**src/rtl/fifo_rd_stream.sv**
```systemverilog
// Read-side streamer: pulls pixels from an async FIFO into a 2-entry skid buffer
// and presents them as a valid/ready stream with line/frame position flags.
`timescale 1ns/1ps
module fifo_rd_stream #(
  parameter int DSIZE = 8,
  parameter int IMG_W = 640,
  parameter int IMG_H = 480
) (
  input  logic             rclk,
  input  logic             rrst_n,
  input  logic             en,
  input  logic             rempty,
  input  logic [DSIZE-1:0] rdata,
  output logic             rinc,
  output logic             out_valid,
  input  logic             out_ready,
  output logic [DSIZE-1:0] out_data,
  output logic             out_sol,
  output logic             out_eol,
  output logic             out_sof,
  output logic             out_eof,
  output logic             frame_done
);

  localparam int XW = $clog2(IMG_W);
  localparam int YW = $clog2(IMG_H);
  localparam logic [XW-1:0] X_LAST = XW'(IMG_W - 1);
  localparam logic [YW-1:0] Y_LAST = YW'(IMG_H - 1);

  logic [1:0]       occ_q, occ_d;
  logic             inflight_q;
  logic [XW-1:0]    x_q, x_d;
  logic [YW-1:0]    y_q, y_d;
  logic             frame_done_q;
  logic [DSIZE-1:0] skid_q [2];
  logic [DSIZE-1:0] skid_d [2];

  logic             pop;
  logic [2:0]       pending_words;
  logic [1:0]       tail_idx;

  assign out_valid = (occ_q != 2'd0);
  assign pop       = out_valid & out_ready;

  // Words already owed to the skid buffer after this cycle's pop; a new read
  // is only issued if its data is guaranteed a free slot on arrival.
  assign pending_words = {1'b0, occ_q} + {2'b00, inflight_q} - {2'b00, pop};
  assign rinc          = rrst_n & en & ~rempty & (pending_words < 3'd2);

  assign out_data   = out_valid ? skid_q[0] : '0;
  assign out_sol    = (x_q == '0);
  assign out_eol    = (x_q == X_LAST);
  assign out_sof    = (x_q == '0) && (y_q == '0);
  assign out_eof    = (x_q == X_LAST) && (y_q == Y_LAST);
  assign frame_done = frame_done_q;

  // Slot the arriving word lands in, after any head shift caused by pop.
  assign tail_idx = occ_q - {1'b0, pop};

  always_comb begin
    skid_d[0] = skid_q[0];
    skid_d[1] = skid_q[1];
    if (pop) begin
      skid_d[0] = skid_q[1];
    end
    if (inflight_q) begin
      if (tail_idx == 2'd0) begin
        skid_d[0] = rdata;
      end else begin
        skid_d[1] = rdata;
      end
    end
  end

  always_comb begin
    occ_d = occ_q;
    case ({inflight_q, pop})
      2'b10:   occ_d = occ_q + 2'd1;
      2'b01:   occ_d = occ_q - 2'd1;
      default: occ_d = occ_q;
    endcase
  end

  always_comb begin
    x_d = x_q;
    y_d = y_q;
    if (pop) begin
      if (x_q == X_LAST) begin
        x_d = '0;
        y_d = (y_q == Y_LAST) ? '0 : y_q + YW'(1);
      end else begin
        x_d = x_q + XW'(1);
      end
    end
  end

  always_ff @(posedge rclk or negedge rrst_n) begin
    if (!rrst_n) begin
      occ_q        <= 2'd0;
      inflight_q   <= 1'b0;
      x_q          <= '0;
      y_q          <= '0;
      frame_done_q <= 1'b0;
    end else begin
      occ_q        <= occ_d;
      inflight_q   <= rinc;
      x_q          <= x_d;
      y_q          <= y_d;
      frame_done_q <= pop & out_eof;
    end
  end

  // Payload storage carries no reset; occupancy alone defines validity.
  always_ff @(posedge rclk) begin
    skid_q[0] <= skid_d[0];
    skid_q[1] <= skid_d[1];
  end

endmodule

```
**config.mk**
```make
export PLATFORM = sky130hd
export DESIGN_NAME = fifo_rd_stream
export DESIGN_NICKNAME = d
export VERILOG_FILES = /design/src/rtl/fifo_rd_stream.sv
export SDC_FILE = /design/constraint.sdc
export NUM_CORES = 1
export LEC_CHECK = 0
export CAP_MARGIN = 20
export CORE_ASPECT_RATIO = 1.1
export CORE_MARGIN = 5
export CORE_UTILIZATION = 45
export DETAILED_ROUTE_END_ITERATION = 10
export GPL_TIMING_DRIVEN = 0
export PLACE_DENSITY = 0.82
export RECOVER_POWER = 100
export SYNTH_ARGS = -nofsm -noshare
export SYNTH_HDL_FRONTEND = slang
export SYNTH_SLANG_ARGS = --single-unit
```
**constraint.sdc**
```tcl
create_clock -name rclk -period 1.85 [get_ports rclk]
set_input_delay 0.2775 -clock rclk [delete_from_list [all_inputs] [get_ports rclk]]
set_output_delay 0.2775 -clock rclk [all_outputs]
set_load 0.02 [all_outputs]
```
## Word level (Yosys, flattened, before mapping)

Memories as Yosys holds them, arrays and structs flattened.
Index checks and enable logic that the tools add are counted.

| cells by class | value |
|---|---|
| $add $sub $neg | 7 |
| magnitude comparators | 1 |
| eq/ne operators | 4 |
| muxes and demuxes | 8 |
| bitwise operators | 6 |
| reductions and logical operators | 8 |

Operators with widths:

| kind | number |
|---|---|
| 8-bit 2-to-1 mux | 4 |
| 16-bit 2-to-1 mux | 1 |
| 10-bit by 1-bit adder with 10-bit output, second input constant | 1 |
| 10-bit equality test, second input constant | 1 |
| 10-bit logical NOT | 1 |
| 10-bit 2-to-1 mux | 1 |
| 9-bit by 1-bit adder with 9-bit output, second input constant | 1 |
| 9-bit equality test, second input constant | 1 |
| 9-bit logical NOT | 1 |
| 9-bit 2-to-1 mux | 1 |
| 1-bit AND | 5 |
| 2-bit case mux with 2 select lines | 1 |
| 2-bit nonzero test | 2 |
| 2-bit by 1-bit adder with 3-bit output | 1 |
| 3-bit by 2-bit < comparator with 1-bit output, second input constant | 1 |
| 3-bit by 1-bit subtractor with 3-bit output | 1 |
| 2-bit by 1-bit adder with 2-bit output, second input constant | 1 |
| 2-bit by 1-bit equality test with 1-bit output, second input constant | 1 |
| 2-bit equality test, second input constant | 1 |
| 1-bit logical AND | 2 |
| 2-bit logical NOT | 1 |
| 2-bit AND reduction | 1 |
| 2-bit by 1-bit subtractor with 2-bit output | 1 |
| 2-bit by 1-bit subtractor with 2-bit output, second input constant | 1 |
| 1-bit inverter | 1 |

| word-level totals | value |
|---|---|
| bits in registers | 23 |
| memory bits (writable) | 16 |
| input bits | 13 |
| output and inout bits | 15 |
| memories kept | 1 |

Memory list:

| name | depth | width | read ports | clocked after Yosys merged registers in | write ports | RTL line | source |
|---|---|---|---|---|---|---|---|
| skid_q | 2 | 8 | 2 | 0 | 2 | 35 | `logic [DSIZE-1:0] skid_q [2];` |

## Longest topological paths before layout

| depth | value |
|---|---|
| word-level depth | 6 |
| depth in mapped cells | 7 |
| gate-level depth less buffers | 6 |

## Worst setup path before layout

OpenSTA, ideal clock, no wires.

| path | value |
|---|---|
| path kind | reg-to-output |
| start point | register x_q[0] |
| end point | output out_sof |
| data arrival time | 1.944 ns |
| required time | 1.572 ns |
| setup slack | -0.372 ns |
| stages on the path, launching flop included | 7 |
| cell sequence | dfrtp_1 inv_1 ha_1 nor4b_1 nand2_1 nor4_1 and3_1 |

| between the ends | value |
|---|---|
| longest elaborated chain between the ends | 2 |

RTL lines:

| what | RTL line | source |
|---|---|---|
| start, declared | 32 | `logic [XW-1:0] x_q, x_d;` |
| start signal, assigned | 101 | `x_q <= '0;` |
| start signal, assigned | 107 | `x_q <= x_d;` |
| 10-bit logical NOT | n/a |  |
| via out_sol | 18 | `output logic out_sol,` |
| 1-bit logical AND | 53 | `assign out_sof = (x_q == '0) && (y_q == '0);` |
| end, declared | 20 | `output logic out_sof,` |

The timed path passes the listed nets, and every way through them passes these cells.

## Worst setup path after layout

| path | value |
|---|---|
| start point | register occ_q[1] |
| end point | output rinc |

| between the ends | value |
|---|---|
| longest elaborated chain between the ends | 5 |
| elaborated cells between the ends (all ways) | 6 |
| those cells by class | 2 x add/sub; 1 x order compare; 2 x bitwise; 1 x reduce/logical |

RTL lines:

| what | RTL line | source |
|---|---|---|
| start, declared | 30 | `logic [1:0] occ_q, occ_d;` |
| start signal, assigned | 99 | `occ_q <= 2'd0;` |
| start signal, assigned | 105 | `occ_q <= occ_d;` |
| parallel branches: the longest is 2 deep, another holds 2-bit by 1-bit adder with 3-bit output | n/a |  |
| 3-bit by 1-bit subtractor with 3-bit output * | 47 | `assign pending_words = {1'b0, occ_q} + {2'b00, inflight_q} - {2'b00, pop};` |
| 3-bit by 2-bit < comparator with 1-bit output * | 48 | `assign rinc = rrst_n & en & ~rempty & (pending_words < 3'd2);` |
| 1-bit AND * | 48 |  |
| end, declared | 14 | `output logic rinc,` |

Every way passes the cells marked *.

==> results.md <==
- Status: finished with violations
- Failing checks: setup timing
- Diode count: 0
- Total track usage: 16.2%
- Core area: 4220 µm²
- TritonCTS clock tree: yes
- Global-route wire length before repair: 7370 µm
- PnR worst setup slack: -0.398 ns
- Worst endpoint required time: 1.57 ns
- I/O pin count: 28
- Crit. End Element: output pin
- Setup Crit Path Kind: reg2out
- Post-synth top area share: 29.9%
- Yosys reg bits: 39
- Startpoint types: flop
- Final Hold Viols: 0
- Nets@finish: 273
- Synthesized area: 1930 µm²
- Clock Power Share: 16.7%
- Predominant post-synthesis flop cell: dfrtp_1
- Die Y: 78.6 µm
- Cell repeated most along the worst path: buf_6
- Ys async rst share: 59.0%
- Reg2Reg Setup Slack: -0.10 ns
- Port bufs: 27
- Leak: 0.00126 µW
- Post-Route WL: 4770 µm
- Wire per inst: 15.4 µm
- Fillers: 324
- Post-synth top area cell: dfrtp_1
- Share of layout cells above drive strength 1: 31.4%
- CP max stage cell: fa_1
- Syn Nets: 211
- Multi-input gate area: 1080 µm²
- Post-synth EDFFs: 8
- Tmin final: 2.25 ns
- Crit-path max cell delay: 0.48 ns
- Clock buffer count from CTS: 5
- Synth unique cells: 41
- Initial antenna violation count: 0
- Final instance area: 2800 µm²
- Fmax: 445 MHz
- Clk Latency, worst-skew pair: 0.28 ns
- Relative slew slack: 67.3%
- Part of the power in registers: 37.7%
- Starting Density: 45.6%
- DP Wirelength: 2810 µm
- Clk_skew: 0.00685 ns
- Avg Inst Size Synth: 10.0 µm²
- Arr. time, crit path: 1.97 ns
- Largest net degree at the start of global routing: 25
- Logic pwr share: 45.7%
- Crit path buffers/inverters: 3
- Commonest cells in the netlist: dfrtp_1 (23), nand2_1 (23), o21ai_0 (16), nor2_1 (10), nor2b_1 (10)
- Via count: 1667
- Setup Viol. Count Final: 5
- DRC errors left: 0
- CP Cell Sequence: buf_6 -> o21a_4 -> nand2b_4 -> inv_2 -> fa_1 -> nand4b_1 -> nor2_4 -> buf_6
- Max_cap viols: 0
- Synth-to-Final Area Change: 45.6%
- Fin util: 66.4%
- Hold crit path type: in2async
- Clk root buf: clkbuf_8
- RePlAce Congestion: 0.815
- Drt pass-1 iters: 4
- Initial drt markers: 79
- Unrepaired setup endpoints after global routing: yes
- Max-slew violations: 0
- Vias in the first global route: 1691
- Horiz. Die Dim: 72.4 µm
- Sw frac: 37.1%
- Site Rows: 25
- Crit-path max FO: 4
- Die area: 5690 µm²
- Mapped Cells: 192
- Cell-internal power: 2120 µW
- Largest delay contributor family on the critical path: adder cells
- Fin crit share: 121%
- Via density: 5.39
- GRT overflow: 0
- Peak supply drop: 1080 µV
- Synth area leaders: dfrtp_1 (30%), edfxtp_1 (12%), dfxtp_1 (8.3%), mux2i_1 (4.7%), nand2_1 (4.5%)
- Max clock buf depth: 2
- Pwr dens: 1200 nW/µm²
- Slew @ Worst Pin: 0.491 ns
- Sw Pwr: 1250 µW
- Register area share after synthesis: 50.7%
- Sequential cell area: 982 µm²
- Clk pin slew, worst setup/hold paths: 0.08 ns
- Setup tns final: -1.16 ns
- Sink Count: 39
- H-tree level count: 2
- Dpl cell area: 2310 µm²
- Routed Antenna Nets: 0
- Synth Warn #: 0
## final cells by class
type,count,share of cell area (%)
clock inverters,3,0.535
well taps,54,2.41
multi-input cells,138,38.4
inverters,9,1.20
plain buffers,4,1.20
flip-flops and latches,39,35.0
clock buffers,5,2.45
repair buffers,57,18.8
## routing by layer
metal / up-vias / wire length [µm] / track usage (%)
li1: 804 / - / -
met1: 819 / 2000 / 19.2
met2: 40 / 2520 / 28.8
met3: 4 / 219 / 4.23
met4: 0 / 27 / 3.87
met5: - / 0 / 0
## through the flow
stage | hold WS, ns | setup slack [ns] | total power (µW) | cells
global placement | 0.504 | -1.02 | 2390 | 273
finish | 0.0538 | -0.398 | 3370 | 309
floorplan | -0.0181 | -0.0914 | 1990 | 192
global route | 0.0870 | -0.464 | 3580 | 309
CTS | 0.341 | -0.465 | 3090 | 294
detailed placement | 0.515 | -1.03 | 2430 | 273
## power groups by stage
stage	clock (µW)	combinational (µW)	sequential, µW
2_1_floorplan	0	780	1210
3_3_place_gp	0	1160	1230
3_5_place_dp	0	1190	1240
4_1_cts	560	1280	1250
5_1_grt	612	1690	1290
6_report	562	1540	1270
## cell usage in the layout (no fill, tap or decap), types with 6 or more instances in the layout
master           count
inv_1                7
edfxtp_1             8
buf_4               28
clkdlybuf4s50_1     11
dfxtp_1              8
nor3_1               6
buf_6                7
dfrtp_1             18
nand2_1             22
o21ai_0             13
nor2b_1             10
nor2_1               6
mux2i_1              9
dlymetal6s2s_1       9
xnor2_1              6
## cells by family (layout without fill, tap and decap cells)
family / Yosys count / count (layout) / share of synthesized area, %
AOI/OAI and AO/OA: 29 / 29 / 8.84
xor gates and xnor gates: 11 / 11 / 5.00
adders and majority gates: 6 / 6 / 4.29
buffers and inverters: 15 / 78 / 3.18
DFF: 39 / 39 / 50.7
muxes: 11 / 11 / 5.85
and+or+nand+nor: 81 / 81 / 22.2
## sequential cells by signal, summed over array words and instances, names as in the netlist
| name | cells |
|---|---|
| skid_q | 16 |
| x_q | 10 |
| y_q | 9 |
| occ_q | 2 |
| frame_done | 1 |
| inflight_q | 1 |
## timing repair
action,in CTS,in global routing
endpoints found under the setup margin,33,32
pin swaps,7,9
buffers inserted,14,15
hold buffers,0,0
resized for setup,49,35
## worst paths after layout
| check | startpoint | end | depth (start not counted) |
|---|---|---|---|
| setup / recovery | occ_q[1] | rinc | 8 |
| hold / removal | rrst_n | y_q[3] | 1 |
| setup reg to reg | x_q[1] | y_q[5] | 6 |
| hold reg to reg | y_q[4] | y_q[4] | 1 |
| max in group asynchronous | rrst_n | occ_q[0] | 2 |
| min in group rclk | y_q[4] | y_q[4] | 1 |
Note: power is estimated with default switching activity, not from simulation.
